### config.mk
export PLATFORM = sky130hd
export DESIGN_NAME = register_bank_dumper
export DESIGN_NICKNAME = d
export VERILOG_FILES = /design/src/rtl/register_bank_dumper_pkg.sv /design/src/rtl/register_bank_dumper_word_serializer.sv /design/src/rtl/register_bank_dumper.sv
export SDC_FILE = /design/constraint.sdc
export NUM_CORES = 1
export LEC_CHECK = 0
export ABC_AREA = 1
export BUFFER_PORTS_ARGS = -buffer_cell sky130_fd_sc_hd__buf_4
export CORE_MARGIN = 5
export CORE_UTILIZATION = 40
export DETAILED_ROUTE_END_ITERATION = 10
export GPL_TIMING_DRIVEN = 0
export SETUP_SLACK_MARGIN = 0.1
export SYNTH_ARGS = -nofsm -noshare
export SYNTH_HDL_FRONTEND = slang
export SYNTH_SLANG_ARGS = --single-unit
### constraint.sdc
create_clock -name i_clock -period 1.8 [get_ports i_clock]
set_input_delay 0.36 -clock i_clock [delete_from_list [all_inputs] [get_ports i_clock]]
set_output_delay 0.36 -clock i_clock [all_outputs]
set_load 0.01 [all_outputs]
### src/rtl/register_bank_dumper_pkg.sv
// Shared definitions for the register bank dumper: default widths, FSM
// state encoding and a constant-evaluable ceil(log2) helper.
package register_bank_dumper_pkg;

    localparam int unsigned NB_DATA_DEF    = 32;
    localparam int unsigned NB_ADDR_DEF    = 5;
    localparam int unsigned BANK_DEPTH_DEF = 32;
    localparam int unsigned NB_BYTE_DEF    = 8;
    localparam int unsigned BYTES_PER_WORD = NB_DATA_DEF / NB_BYTE_DEF;

    typedef enum logic [1:0] {
        ST_IDLE = 2'd0,
        ST_READ = 2'd1,
        ST_SEND = 2'd2,
        ST_DONE = 2'd3
    } state_t;

    // Smallest n such that 2**n >= value (0 for value <= 1).
    function automatic int unsigned clog2(input int unsigned value);
        int unsigned result;
        int unsigned span;
        result = 0;
        span   = 1;
        for (int i = 0; i < 32; i++) begin
            if (span < value) begin
                span   = span << 1;
                result = result + 1;
            end
        end
        return result;
    endfunction

endpackage

### src/rtl/register_bank_dumper_word_serializer.sv
// Word-to-byte serializer: loads a word, presents its low byte with valid,
// shifts one byte out per valid/ready transfer and flags the last byte.
// Ports:
//   clk, rst_n   clock, asynchronous active-low reset
//   load         capture load_data and restart the byte count
//   load_data    word to serialize
//   send         byte stream is active (drives tx_valid)
//   ready        downstream accepts the byte this cycle
//   tx_data      current byte (low byte of the shift register)
//   tx_valid     tx_data is valid
//   last_byte_c  combinational: final byte of the word transfers this cycle
module register_bank_dumper_word_serializer
    import register_bank_dumper_pkg::*;
#(
    parameter int unsigned NB_DATA = NB_DATA_DEF,
    parameter int unsigned NB_BYTE = NB_BYTE_DEF
) (
    input  logic               clk,
    input  logic               rst_n,
    input  logic               load,
    input  logic [NB_DATA-1:0] load_data,
    input  logic               send,
    input  logic               ready,
    output logic [NB_BYTE-1:0] tx_data,
    output logic               tx_valid,
    output logic               last_byte_c
);

    localparam int unsigned BPW    = NB_DATA / NB_BYTE;
    localparam int unsigned NB_CNT = (clog2(BPW) > 0) ? clog2(BPW) : 1;
    localparam logic [NB_CNT-1:0] LAST_CNT = NB_CNT'(BPW - 1);

    logic [NB_DATA-1:0] shift;
    logic [NB_CNT-1:0]  count;
    logic               xfer_c;

    assign xfer_c = send && ready;

    // Shift register and byte counter.
    always_ff @(posedge clk or negedge rst_n) begin
        if (!rst_n) begin
            shift <= '0;
            count <= '0;
        end else if (load) begin
            shift <= load_data;
            count <= '0;
        end else if (xfer_c) begin
            shift <= shift >> NB_BYTE;
            count <= count + NB_CNT'(1);
        end
    end

    // Valid is purely a function of the FSM state, never of ready.
    assign tx_data     = shift[NB_BYTE-1:0];
    assign tx_valid    = send;
    assign last_byte_c = xfer_c && (count == LAST_CNT);

endmodule

### src/rtl/register_bank_dumper.sv
// Debug-side register bank dumper: on i_start, reads registers
// 0..BANK_DEPTH-1 through a spare read port and streams each word
// LSB byte first over a valid/ready byte interface.
// Ports:
//   i_clock, i_reset  clock, asynchronous active-low reset
//   i_start           dump request, honoured only in IDLE
//   o_read_reg        register-bank read address (current register index)
//   i_read_data       register-bank read data, combinational in o_read_reg
//   o_tx_data/valid   byte stream toward the UART transmitter
//   i_tx_ready        transmitter accepts the byte this cycle
//   o_busy            dump in progress (READ/SEND/DONE)
//   o_done            one-cycle pulse after the final byte transfers
module register_bank_dumper
    import register_bank_dumper_pkg::*;
#(
    parameter int unsigned NB_DATA    = NB_DATA_DEF,
    parameter int unsigned NB_ADDR    = NB_ADDR_DEF,
    parameter int unsigned BANK_DEPTH = BANK_DEPTH_DEF,
    parameter int unsigned NB_BYTE    = NB_BYTE_DEF
) (
    input  logic               i_clock,
    input  logic               i_reset,
    input  logic               i_start,
    output logic [NB_ADDR-1:0] o_read_reg,
    input  logic [NB_DATA-1:0] i_read_data,
    output logic [NB_BYTE-1:0] o_tx_data,
    output logic               o_tx_valid,
    input  logic               i_tx_ready,
    output logic               o_busy,
    output logic               o_done
);

    localparam logic [NB_ADDR-1:0] LAST_REG = NB_ADDR'(BANK_DEPTH - 1);

    state_t             state;
    state_t             state_next;
    logic [NB_ADDR-1:0] reg_idx;
    logic [NB_ADDR-1:0] reg_idx_next;
    logic               last_byte_c;

    // State and register index.
    always_ff @(posedge i_clock or negedge i_reset) begin
        if (!i_reset) begin
            state   <= ST_IDLE;
            reg_idx <= '0;
        end else begin
            state   <= state_next;
            reg_idx <= reg_idx_next;
        end
    end

    // Next-state logic; the index only advances after a word's last byte.
    always_comb begin
        state_next   = state;
        reg_idx_next = reg_idx;
        case (state)
            ST_IDLE: begin
                if (i_start) begin
                    state_next   = ST_READ;
                    reg_idx_next = '0;
                end
            end
            ST_READ: begin
                state_next = ST_SEND;
            end
            ST_SEND: begin
                if (last_byte_c) begin
                    if (reg_idx == LAST_REG) begin
                        state_next = ST_DONE;
                    end else begin
                        state_next   = ST_READ;
                        reg_idx_next = reg_idx + NB_ADDR'(1);
                    end
                end
            end
            ST_DONE: begin
                state_next = ST_IDLE;
            end
            default: begin
                state_next = ST_IDLE;
            end
        endcase
    end

    register_bank_dumper_word_serializer #(
        .NB_DATA (NB_DATA),
        .NB_BYTE (NB_BYTE)
    ) u_serializer (
        .clk         (i_clock),
        .rst_n       (i_reset),
        .load        (state == ST_READ),
        .load_data   (i_read_data),
        .send        (state == ST_SEND),
        .ready       (i_tx_ready),
        .tx_data     (o_tx_data),
        .tx_valid    (o_tx_valid),
        .last_byte_c (last_byte_c)
    );

    // Outputs decoded from registered state and fields only.
    assign o_read_reg = reg_idx;
    assign o_busy     = (state != ST_IDLE);
    assign o_done     = (state == ST_DONE);

endmodule
==> results.ini <==
[sta]
setup_viol = 0
period_share_pct = 87.6
report.final.hold_viol_count = 0
slew_viol_final = 0
tightest_slew_ns = 0.517
layout_min_cycle_time_ns = 1.58
clock.fmax_ghz = 0.634
rsz0062_at_grt = no
tns_ns = 0
max_slew_margin_pct = 65.5
worst_slack_ns = 0.223
fin_skew_ns = 0.00414

[grt]
antenna_found_initial = 0
grt_pass1_wl_um = 7230
grt_use_total_pct = 14.3
gr-total-overflow = 0
grt_max_degree = 42
grt_pass1_vias = 1597

[floorplanning]
rows = 26
core_area_um2 = 5070
dieHeight_um = 82.1
die_w_um = 82.1
initial_utilization_pct = 40.9
ioPinCount = 52
dieArea_um2 = 6730

[clocking]
cts-root-buf = clkbuf_8
cts_made_buffers = 5
clock_latency_ns = 0.29
path_clk_slew_ns = 0.07
cts_sinks = 41
clk_path_buf_depth = 2
cts.htree.levels = 2
cts_tree = built

[hold_path]
min_path_type = in -> async

[yosys]
avgSynthCellArea_um2 = 7.87
syn-instance-count = 264
yosysWarnings = 0
ys_seq_area_share_pct = 49.4
synth_seq_cells = 41
synth_area_um2 = 2080
syn_nets = 303
yosys.cell_types.count = 21

[worst_setup_path]
crit_fanout = 5
end_kind = flip-flop
worst_setup_path_start_kind = flip-flop
required_ns = 1.97
path_class = reg -> reg
critical_path_arrival_ns = 1.75

[route]
post_drt_wl_per_cell_um = 11.2
routed-via-count = 1724
via_per_inst = 4.36
first_pass_iters = 4
drt_wl_total_um = 4410
drc_errors = 0
drtAntennaViolNets = 0
drt_iter0_drc = 68

[layout]
area_growth_syn_to_layout_pct = 28.2
nets = 363
nFillCells = 544
multiInputGateArea_um2 = 862
ff_latch_area_um2 = 1030
largest_reg_flops = 32
drive_above_1_share_pct = 29.2
final-instance-count-excl-fill = 395
antenna_cells = 0

[placement]
dp_cells = 385
port_buffers = 51
globalplace.congestion = 0.775
dpl.hpwl_um = 3140
pre_cts_slack_ns = 0.0912

[flow_run]
maxCapViolCount = 0

[power]
ir_worst_vdd_v = 0.000633
p_leak_nw = 1.48
fin_total_pwr_mw = 4.30
power_density_nw_per_um2 = 1610

[status]
outcome = finished clean

==> cell families (layout without fill, tap and decap cells) <==
kind of cell    count (synthesis)  count (layout)  synth area share [%]
compound gates                 31              31                  8.19
fa+ha+maj                       3               3                  1.81
flops                          41              41                  49.4
simple gates                  154             155                  30.4
buf+inv                        35              95                  10.2
==> cell usage after synthesis <==
cell	instances	share of area, %
nand2_1	139	25
dfrtp_1	41	49
o21ai_0	21	5.1
inv_1	13	2.3
buf_4	12	4.3
nand3_1	6	1.4
o21ai_1	5	1.2
buf_6	4	2.2
o21ai_2	4	1.7
buf_2	3	0.72
ha_1	3	1.8
inv_2	2	0.36
nand2_4	2	1.1
nor2_1	2	0.36
a21oi_1	1	0.24
inv_4	1	0.30
nand2_2	1	0.30
nand3_2	1	0.48
nand4_1	1	0.30
nor2_8	1	0.96
or2_2	1	0.30
==> what timing repair did <==
item | 4_1_cts | 5_1_grt
setup buffers | 0 | 1
cloned | 1 | 0
pin swaps | 1 | 3
hold buffers | 0 | 0
endpoints found under the setup margin | 3 | 5
resized for setup | 1 | 4
==> metrics by stage <==
stage	utilization, %	hold WS, ns	area, µm²
finish	52.5	0.0328	2660
CTS	52.0	0.0543	2640
detailed placement	50.2	0.373	2550
global route	52.5	0.0785	2660
floorplan	-	0.0644	2080
global placement	50.2	0.374	2550
==> power by group <==
group          total [mW]  internal (mW)  switching [mW]
combinational        2.24          0.952            1.29
sequential           1.48           1.30           0.183
clock               0.578          0.269           0.310
total                4.30           2.52            1.78
==> placed cells by master, fill, tap and decap left out <==
master    netlist  routed
inv_2           2       2
a21oi_4         0       1
o21ai_2         4       4
dfrtp_1        41      40
nand2_2         1       1
nand3_1         6       6
buf_6           4       4
dfrtp_2         0       1
nand4_1         1       1
clkinv_2        0       2
nor2_1          2       2
buf_2           3       3
buf_4          12      64
ha_1            3       2
nor2_8          1       1
clkbuf_8        0       5
nand2_4         2       2
ha_2            0       1
inv_4           1       1
or2_2           1       1
clkbuf_1        0       1
o21ai_1         5       5
inv_1          13      13
nand2_1       139     139
o21ai_0        21      21
nand3_2         1       2
==> cell type report <==
| class | count | share of cell area [%] |
|---|---|---|
| tap | 70 | 3.29 |
| timing repair buffer | 52 | 14.7 |
| multi-input combinational | 189 | 32.4 |
| buffer | 19 | 5.64 |
| clock buffer | 6 | 2.73 |
| clock inverter | 2 | 0.376 |
| inverter | 16 | 2.35 |
| sequential | 41 | 38.6 |
==> worst max-delay path, stage by stage, from the launching register on <==
cell,delay [ns]
dfrtp_1,0.43
ha_1,0.21
nand2_1,0.08
nor2_1,0.05
ha_2,0.19
a21oi_4,0.16
nand3_2,0.14
nand2_1,0.10
o21ai_0,0.08
==> worst paths after layout <==
| check | cells past startpoint | slack, ns | endpoint | start |
|---|---|---|---|---|
| worst max register to register | 8 | 0.22 | o_read_reg[4]$_DFFE_PN0P_ | o_read_reg[1]$_DFFE_PN0P_ |
| worst min register to register | 2 | 0.47 | u_serializer.shift[2]$_DFFE_PN0P_ | u_serializer.shift[2]$_DFFE_PN0P_ |
| worst min-delay path | 1 | 0.03 | o_read_reg[1]$_DFFE_PN0P_ | i_reset |
| min in group i_clock | 3 | 0.27 | u_serializer.shift[25]$_DFFE_PN0P_ | i_read_data[25] |
| worst max-delay path | 8 | 0.22 | o_read_reg[4]$_DFFE_PN0P_ | o_read_reg[1]$_DFFE_PN0P_ |
| max in group asynchronous | 1 | 1.39 | o_read_reg[0]$_DFFE_PN0P_ | i_reset |
==> per-layer routing <==
layer / GRT usage (%) / vias to the layer above / wire length [µm]
li1: - / 927 / -
met1: 18.5 / 756 / 2090
met2: 22.5 / 33 / 2020
met3: 2.96 / 8 / 190
met4: 7.48 / 0 / 107
met5: 0 / - / 0
Note: power is estimated with default switching activity, not from simulation.
